<file path="config.mk">
export PLATFORM = sky130hd
export DESIGN_NAME = seg7_scan
export DESIGN_NICKNAME = d
export VERILOG_FILES = /design/src/rtl/seg7_scan.sv
export SDC_FILE = /design/constraint.sdc
export NUM_CORES = 1
export LEC_CHECK = 0
export ABC_AREA = 0
export CAP_MARGIN = 10
export CORE_MARGIN = 8
export CORE_UTILIZATION = 52
export DETAILED_ROUTE_END_ITERATION = 7
export PLACE_DENSITY = 0.73
export SYNTH_ARGS = -nofsm -noshare
export SYNTH_HDL_FRONTEND = slang
export SYNTH_SLANG_ARGS = --single-unit
</file>
<file path="constraint.sdc">
create_clock -name clk -period 3 [get_ports clk]
set_clock_uncertainty 0.15 [all_clocks]
set_input_delay 0.6 -clock clk [delete_from_list [all_inputs] [get_ports clk]]
set_output_delay 0.6 -clock clk [all_outputs]
set_load 0.01 [all_outputs]
</file>
<file path="src/rtl/seg7_scan.sv">
// Multiplexed 4-digit seven-segment scanner with a per-frame input snapshot.
// Optional feature macro: SEG7_LEAD_ZERO_BLANK_EN (suppress leading zero digits).
module seg7_scan #(
   parameter int unsigned DIV   = 50000,
   parameter int unsigned CNT_W = 16,
   parameter int unsigned BLANK = 16
) (
   input  logic        clk,
   input  logic        rst,
   input  logic [15:0] value,
   input  logic [3:0]  dp,
   output logic [3:0]  ds,
   output logic [7:0]  seg,
   output logic        frame
);

   localparam int unsigned IDX_W = 2;
   localparam int unsigned NIB_W = 4;

   logic [CNT_W-1:0] cnt;
   logic [IDX_W-1:0] idx;
   logic [15:0]      shadow_v;
   logic [3:0]       shadow_dp;
   logic             tick;
   logic             snap;
   logic [NIB_W-1:0] nib;
   logic             blank_digit;
   logic [3:0]       ds_nxt;
   logic [7:0]       seg_nxt;

   // Active-low segment pattern for one hex nibble, [6:0] = g..a
   function automatic logic [6:0] hex7(input logic [NIB_W-1:0] n);
      logic [6:0] s;
      case (n)
         4'h0: s = 7'h40;
         4'h1: s = 7'h79;
         4'h2: s = 7'h24;
         4'h3: s = 7'h30;
         4'h4: s = 7'h19;
         4'h5: s = 7'h12;
         4'h6: s = 7'h02;
         4'h7: s = 7'h78;
         4'h8: s = 7'h00;
         4'h9: s = 7'h10;
         4'hA: s = 7'h08;
         4'hB: s = 7'h03;
         4'hC: s = 7'h46;
         4'hD: s = 7'h21;
         4'hE: s = 7'h06;
         default: s = 7'h0E;
      endcase
      return s;
   endfunction

   assign tick = (cnt == CNT_W'(DIV - 1));
   assign snap = tick && (idx == IDX_W'(3));

   // Prescaler, digit index and frame snapshot
   always_ff @(posedge clk or negedge rst) begin
      if (!rst) begin
         cnt       <= '0;
         idx       <= '0;
         shadow_v  <= 16'h0000;
         shadow_dp <= 4'b0000;
         frame     <= 1'b0;
      end else begin
         cnt   <= tick ? '0 : cnt + CNT_W'(1);
         frame <= snap;
         if (tick) begin
            idx <= idx + IDX_W'(1);
         end
         if (snap) begin
            shadow_v  <= value;
            shadow_dp <= dp;
         end
      end
   end

   always_comb begin
      nib = 4'h0;
      case (idx)
         2'd0: nib = shadow_v[3:0];
         2'd1: nib = shadow_v[7:4];
         2'd2: nib = shadow_v[11:8];
         default: nib = shadow_v[15:12];
      endcase
   end

   // A digit is a leading zero when it and every digit to its left are zero
   always_comb begin
      blank_digit = 1'b0;
`ifdef SEG7_LEAD_ZERO_BLANK_EN
      case (idx)
         2'd3: blank_digit = (shadow_v[15:12] == 4'h0);
         2'd2: blank_digit = (shadow_v[15:8] == 8'h00);
         2'd1: blank_digit = (shadow_v[15:4] == 12'h000);
         default: blank_digit = 1'b0;
      endcase
`endif
   end

   // Dark during the anti-ghosting window at the start of every slot
   always_comb begin
      ds_nxt  = 4'b1111;
      seg_nxt = 8'hFF;
      if (cnt >= CNT_W'(BLANK)) begin
         ds_nxt       = ~(4'b0001 << idx);
         seg_nxt[7]   = ~shadow_dp[idx];
         seg_nxt[6:0] = blank_digit ? 7'h7F : hex7(nib);
      end
   end

   always_ff @(posedge clk or negedge rst) begin
      if (!rst) begin
         ds  <= 4'b1111;
         seg <= 8'hFF;
      end else begin
         ds  <= ds_nxt;
         seg <= seg_nxt;
      end
   end

endmodule

</file>
; Word-level counts from Yosys, hierarchy flattened
; Memory sizes are Yosys's and may differ from the RTL's.
; Index checks and enable logic that the tools add are counted.
[classes]
addsub = 2
n_lt_le_gt_ge = 2
n_eq_ne = 4
n_shift = 1
n_mux = 6
n_bitwise = 2
reduce_logical = 2
[ops]
columns = operator, n
row1 = $add 16x1->16 const B, 1
row2 = $eq 16x16->1 const B, 1
row3 = $ge 16x5->1 const B, 1
row4 = $mux 16, 1
row5 = $pmux 4 s3, 1
row6 = $mux 8, 1
row7 = $eq 2x2->1 const B, 2
row8 = $mux 4, 1
row9 = $not 4->4, 1
row10 = $shl 1x2->4 const A, 1
row11 = $lt 2x3->1 const B, 1
row12 = $add 2x1->2 const B, 1
row13 = $bmux 1 s2, 1
row14 = $eq 2x1->1 const B, 1
row15 = $logic_not 2->1, 1
row16 = $logic_and 1x1->1, 1
row17 = $mux 1, 1
row18 = $not 1->1, 1
[totals]
register_bits = 51
mem_bits_ro = 112
output_inout_bits = 13
wordCells = 27
mem_count = 1
[memory_table]
columns = memory, depth, word_bits, rd, rd_clocked_by_memory_dff, write_ports, line_no
row1 = (name not given), 16, 7, 1, 0, 0, 34  ; case (n)

; Longest topological paths before layout
; Gate-level depths: netlist of the first run.
[logic_depth]
depth_word = 4
mapped_depth = 9
ltp_nobuf = 9

; Least setup slack after synthesis of the first run
; Ideal clock, no wire load.
[synth_path]
kind = reg-to-reg
from = reg idx[0]
to = reg seg[3]
arrival_ns = 2.049
path_slack_ns = 0.708
stages_incl_launch_ff = 10
path_buffers = 0
synth_period_minus_slack_ns = 2.292
cell_sequence = dfrtp_1 > inv_1 > ha_1 > a222oi_1 > a21oi_1 > inv_1 > ha_1 > a211oi_1 > a2111oi_0 > a21oi_1
[synth_between]
elab_chain_len = 4
word_cells_on_any_way = 6
cone_classes = eq/ne: 2 / mux: 2 / reduce/logical: 1 / memory: 1
[synth_rtl]
columns = element, line_no
row1 = start: declaration, 21  ; logic [IDX_W-1:0] idx;
row2 = start signal: assignment, 70  ; idx <= idx + IDX_W'(1);
row3 = "$eq 2x2->1, or another cell as far along", 81  ; case (idx)
row4 = $pmux 4 s3 (*), 81
row5 = $mem_v2 16x7 (*), n/a
row6 = $mux 8 (*), 106  ; if (cnt >= CNT_W'(BLANK)) begin
row7 = named net seg_nxt[3], 29  ; logic [7:0] seg_nxt;
row8 = end signal: assignment, 119  ; seg <= seg_nxt;
row9 = end: declaration, 13  ; output logic [7:0] seg,
; The timed path passes the listed nets; every way through them passes the cells marked *.
; A chain may end at the register's enable or synchronous reset.

; Final worst setup path of the first run
; Same ends and word-level chain as after synthesis.

==> impl_metrics.toml, run 1 <==
[worst_setup_path]
worst_r2r_path_depth = 9
path_cells = "inv_1, ha_1, a222oi_1, a21oi_1, inv_1, ha_1, a211oi_1, a2111oi_0, a21oi_1"
cp_slowest_cell = "dfrtp_1"
cp.arrival_ps = 2690
required_ps = 3070
cp-start-kind = "flip-flop"
critPathKind = "reg -> reg"
path_max_fanout = 5
cp_slowest_stage_delay_ps = 450
end_kind = "flip-flop"

[routing]
drc = 0
via_count = 1704
viasPerCell = 5.68
drt_wl_total_mm = 4.77
drtAntennaViolNets = 0
dr.pass1.iters = 4
post_drt_wl_per_cell_um = 15.9
drt_iter0_drc = 88

[synthesis]
synth-seq-cells = 51
yosysTopAreaCellShare = 0.389
yosys.area.top_type = "dfrtp_1"
synth_nets = 243
synth_edf_count = 0
yosysSeqAreaShare = 0.515
synth_area_leaders = "dfrtp_1 39%, dfstp_2 13%, mux2_2 9.4%"
yosysUniqueCellTypes = 40
synthArstFlopShare = 1.00
synthCells = 208
ys_warn_count = 0
syn_avg_cell_area_um2 = 12.1
synth_ff_type = "dfrtp_1"
syn_area_um2 = 2510

[die]
die_h_um = 85.4
die-area_um2 = 7300
io_pins = 35
core_um2 = 4690
fp-row-count = 25
die_x_um = 85.4
start_util = 0.534

[clock_tree]
h-tree-depth = 2
ctsResizeCount = 0
clk_pin_slew_worst_paths_ps = 100
post-cts-setup-buffers = 0
tritoncts = "done"
cts_hold_buf = 0
cts_made_buffers = 5
root_buffer = "clkbuf_8"
clock-sinks = 51
clk_latency_ps = 310
clockBufferDepth = 2

[global_route]
grt_pass1_wl_mm = 8.09
met2_usage = 0.233
grt_max_degree = 47
antenna_found_initial = 0
top_usage_layer = "met2"
grt_use_met3 = 0.0396
grt-ovfl-total = 0
grt_pass1_vias = 1643
grtUsageMet1 = 0.167
grt_usage = 0.140

[status]
status = "finished, final reports clean"

[power]
ir_drop_mv = 0.251
leakagePower_nw = 1.28
powerDensity_nw_per_um2 = 416

[cells_and_area]
layout_commonest_cell = "dfrtp_1"
syn2layout_area_growth_pct = 18.9
drive_above_1_share = 0.220
fin_cells = 300
nets = 280
insertedDiodeCount = 0
layout_common_cells = "39 x dfrtp_1, 33 x clkdlybuf4s50_1, 21 x mux2_2"
design_area_um2 = 2980
fill_cells = 358

[timing]
worst_pin_slew_ps = 962
slew_headroom = 0.358
fmax_ghz = 0.381
slew_violations = 0
hold_viol_final = 0
post-route-period-util = 0.875
final.setup.tns_ps = 0
period_needed_ps = 2630
setup_viol = 0
rsz0062_at_grt = "false"

[flow_run]
max-cap-violations = 0

[placed_design]
dp.cells = 292
numPortBuffers = 34
dpl-instance-area_um2 = 2890
hpwlAfterDp_mm = 3.58
routabilityCongestion = 0.864

[min_path]
hp-class = "in -> async"
## worst paths after layout
path / start / endpoint / slack, ps
max in group asynchronous: rst / seg[0] / 1670
setup reg to reg: idx[0] / seg[3] / 370
hold / removal: rst / shadow_v[5] / 280
hold reg to reg: cnt[0] / cnt[0] / 340
min in group clk: cnt[0] / cnt[0] / 340
setup / recovery: idx[0] / seg[3] / 370
## cell usage after synthesis, drive strengths merged (2+ instances only)
| master | instances |
|---|---|
| a211oi | 3 |
| a21oi | 5 |
| a222oi | 2 |
| a22oi | 3 |
| a31oi | 2 |
| and2 | 2 |
| and3 | 4 |
| buf | 4 |
| clkbuf | 2 |
| dfrtp | 39 |
| dfstp | 12 |
| ha | 13 |
| inv | 9 |
| mux2 | 21 |
| mux2i | 4 |
| nand2 | 13 |
| nand3 | 11 |
| nand4 | 3 |
| nor2 | 13 |
| nor2b | 3 |
| nor3 | 3 |
| nor4 | 5 |
| o21ai | 3 |
| o221ai | 2 |
| or3 | 2 |
| or4 | 2 |
| xnor2 | 7 |
| xor2 | 8 |
## worst max-delay path: cells and delay by family (launching register included)
family          cells  cell delay, ps
compound gates      5            1040
fa+ha+maj           2             590
buf+inv             2             310
flops               1             450
## where the power goes
group	internal, W	total [W]	switching, W
sequential	0.000717	0.000727	0.0000103
combinational	0.0000678	0.000120	0.0000520
clock	0.000168	0.000392	0.000225
total	0.000952	0.00124	0.000287
## sequential cells by signal (all words and copies together), names as in the netlist
| signal | flops |
|---|---|
| frame | 1 |
| idx | 2 |
| shadow_v | 16 |
| ds | 4 |
| cnt | 16 |
| shadow_dp | 4 |
| seg | 8 |
## logic make-up after synthesis
logic type,synth area share
buffers and inverters,0.0269
and+or+nand+nor,0.135
xor gates and xnor gates,0.0524
AOI/OAI and AO/OA,0.0863
muxes,0.119
adders and majority gates,0.0649
DFF,0.515
## routing by layer
metal / routed length (µm) / vias to the layer above
li1: - / 812
met1: 2100 / 847
met2: 2370 / 39
met5: 0 / -
met4: 68 / 0
met3: 231 / 6
## area by class of cell
cell class / instances / area [µm²] / share of cell area
flip-flops and latches: 51 / 1290 / 0.433
multi-input cells: 142 / 1150 / 0.385
clock inverters: 2 / 16.3 / 0.00546
clock buffers: 6 / 72.6 / 0.0243
inverters: 9 / 33.8 / 0.0113
well taps: 54 / 67.6 / 0.0227
repair buffers: 36 / 350 / 0.118
## through the flow
stage | utilization | setup WS, ps | hold slack [ps] | total power, W
3_5_place_dp | 0.616 | 411 | 329 | 0.000862
4_1_cts | 0.635 | 390 | 313 | 0.00126
5_1_grt | 0.635 | 101 | 366 | 0.00130
6_report | 0.635 | 374 | 281 | 0.00124
2_1_floorplan | - | 708 | 154 | 0.000791
3_3_place_gp | 0.616 | 530 | 319 | 0.000861
Note: power is estimated with default switching activity, not from simulation.
==> inputs of run 2 (changes only) <==
--- a/config.mk
+++ b/config.mk
@@ -11,6 +11,7 @@
 export CORE_UTILIZATION = 52
 export DETAILED_ROUTE_END_ITERATION = 7
 export PLACE_DENSITY = 0.73
+export SKIP_LAST_GASP = 1
 export SYNTH_ARGS = -nofsm -noshare
 export SYNTH_HDL_FRONTEND = slang
 export SYNTH_SLANG_ARGS = --single-unit
==> results of run 2 <==
No change in the layout: final DEF, timing and power equal those of run 1.
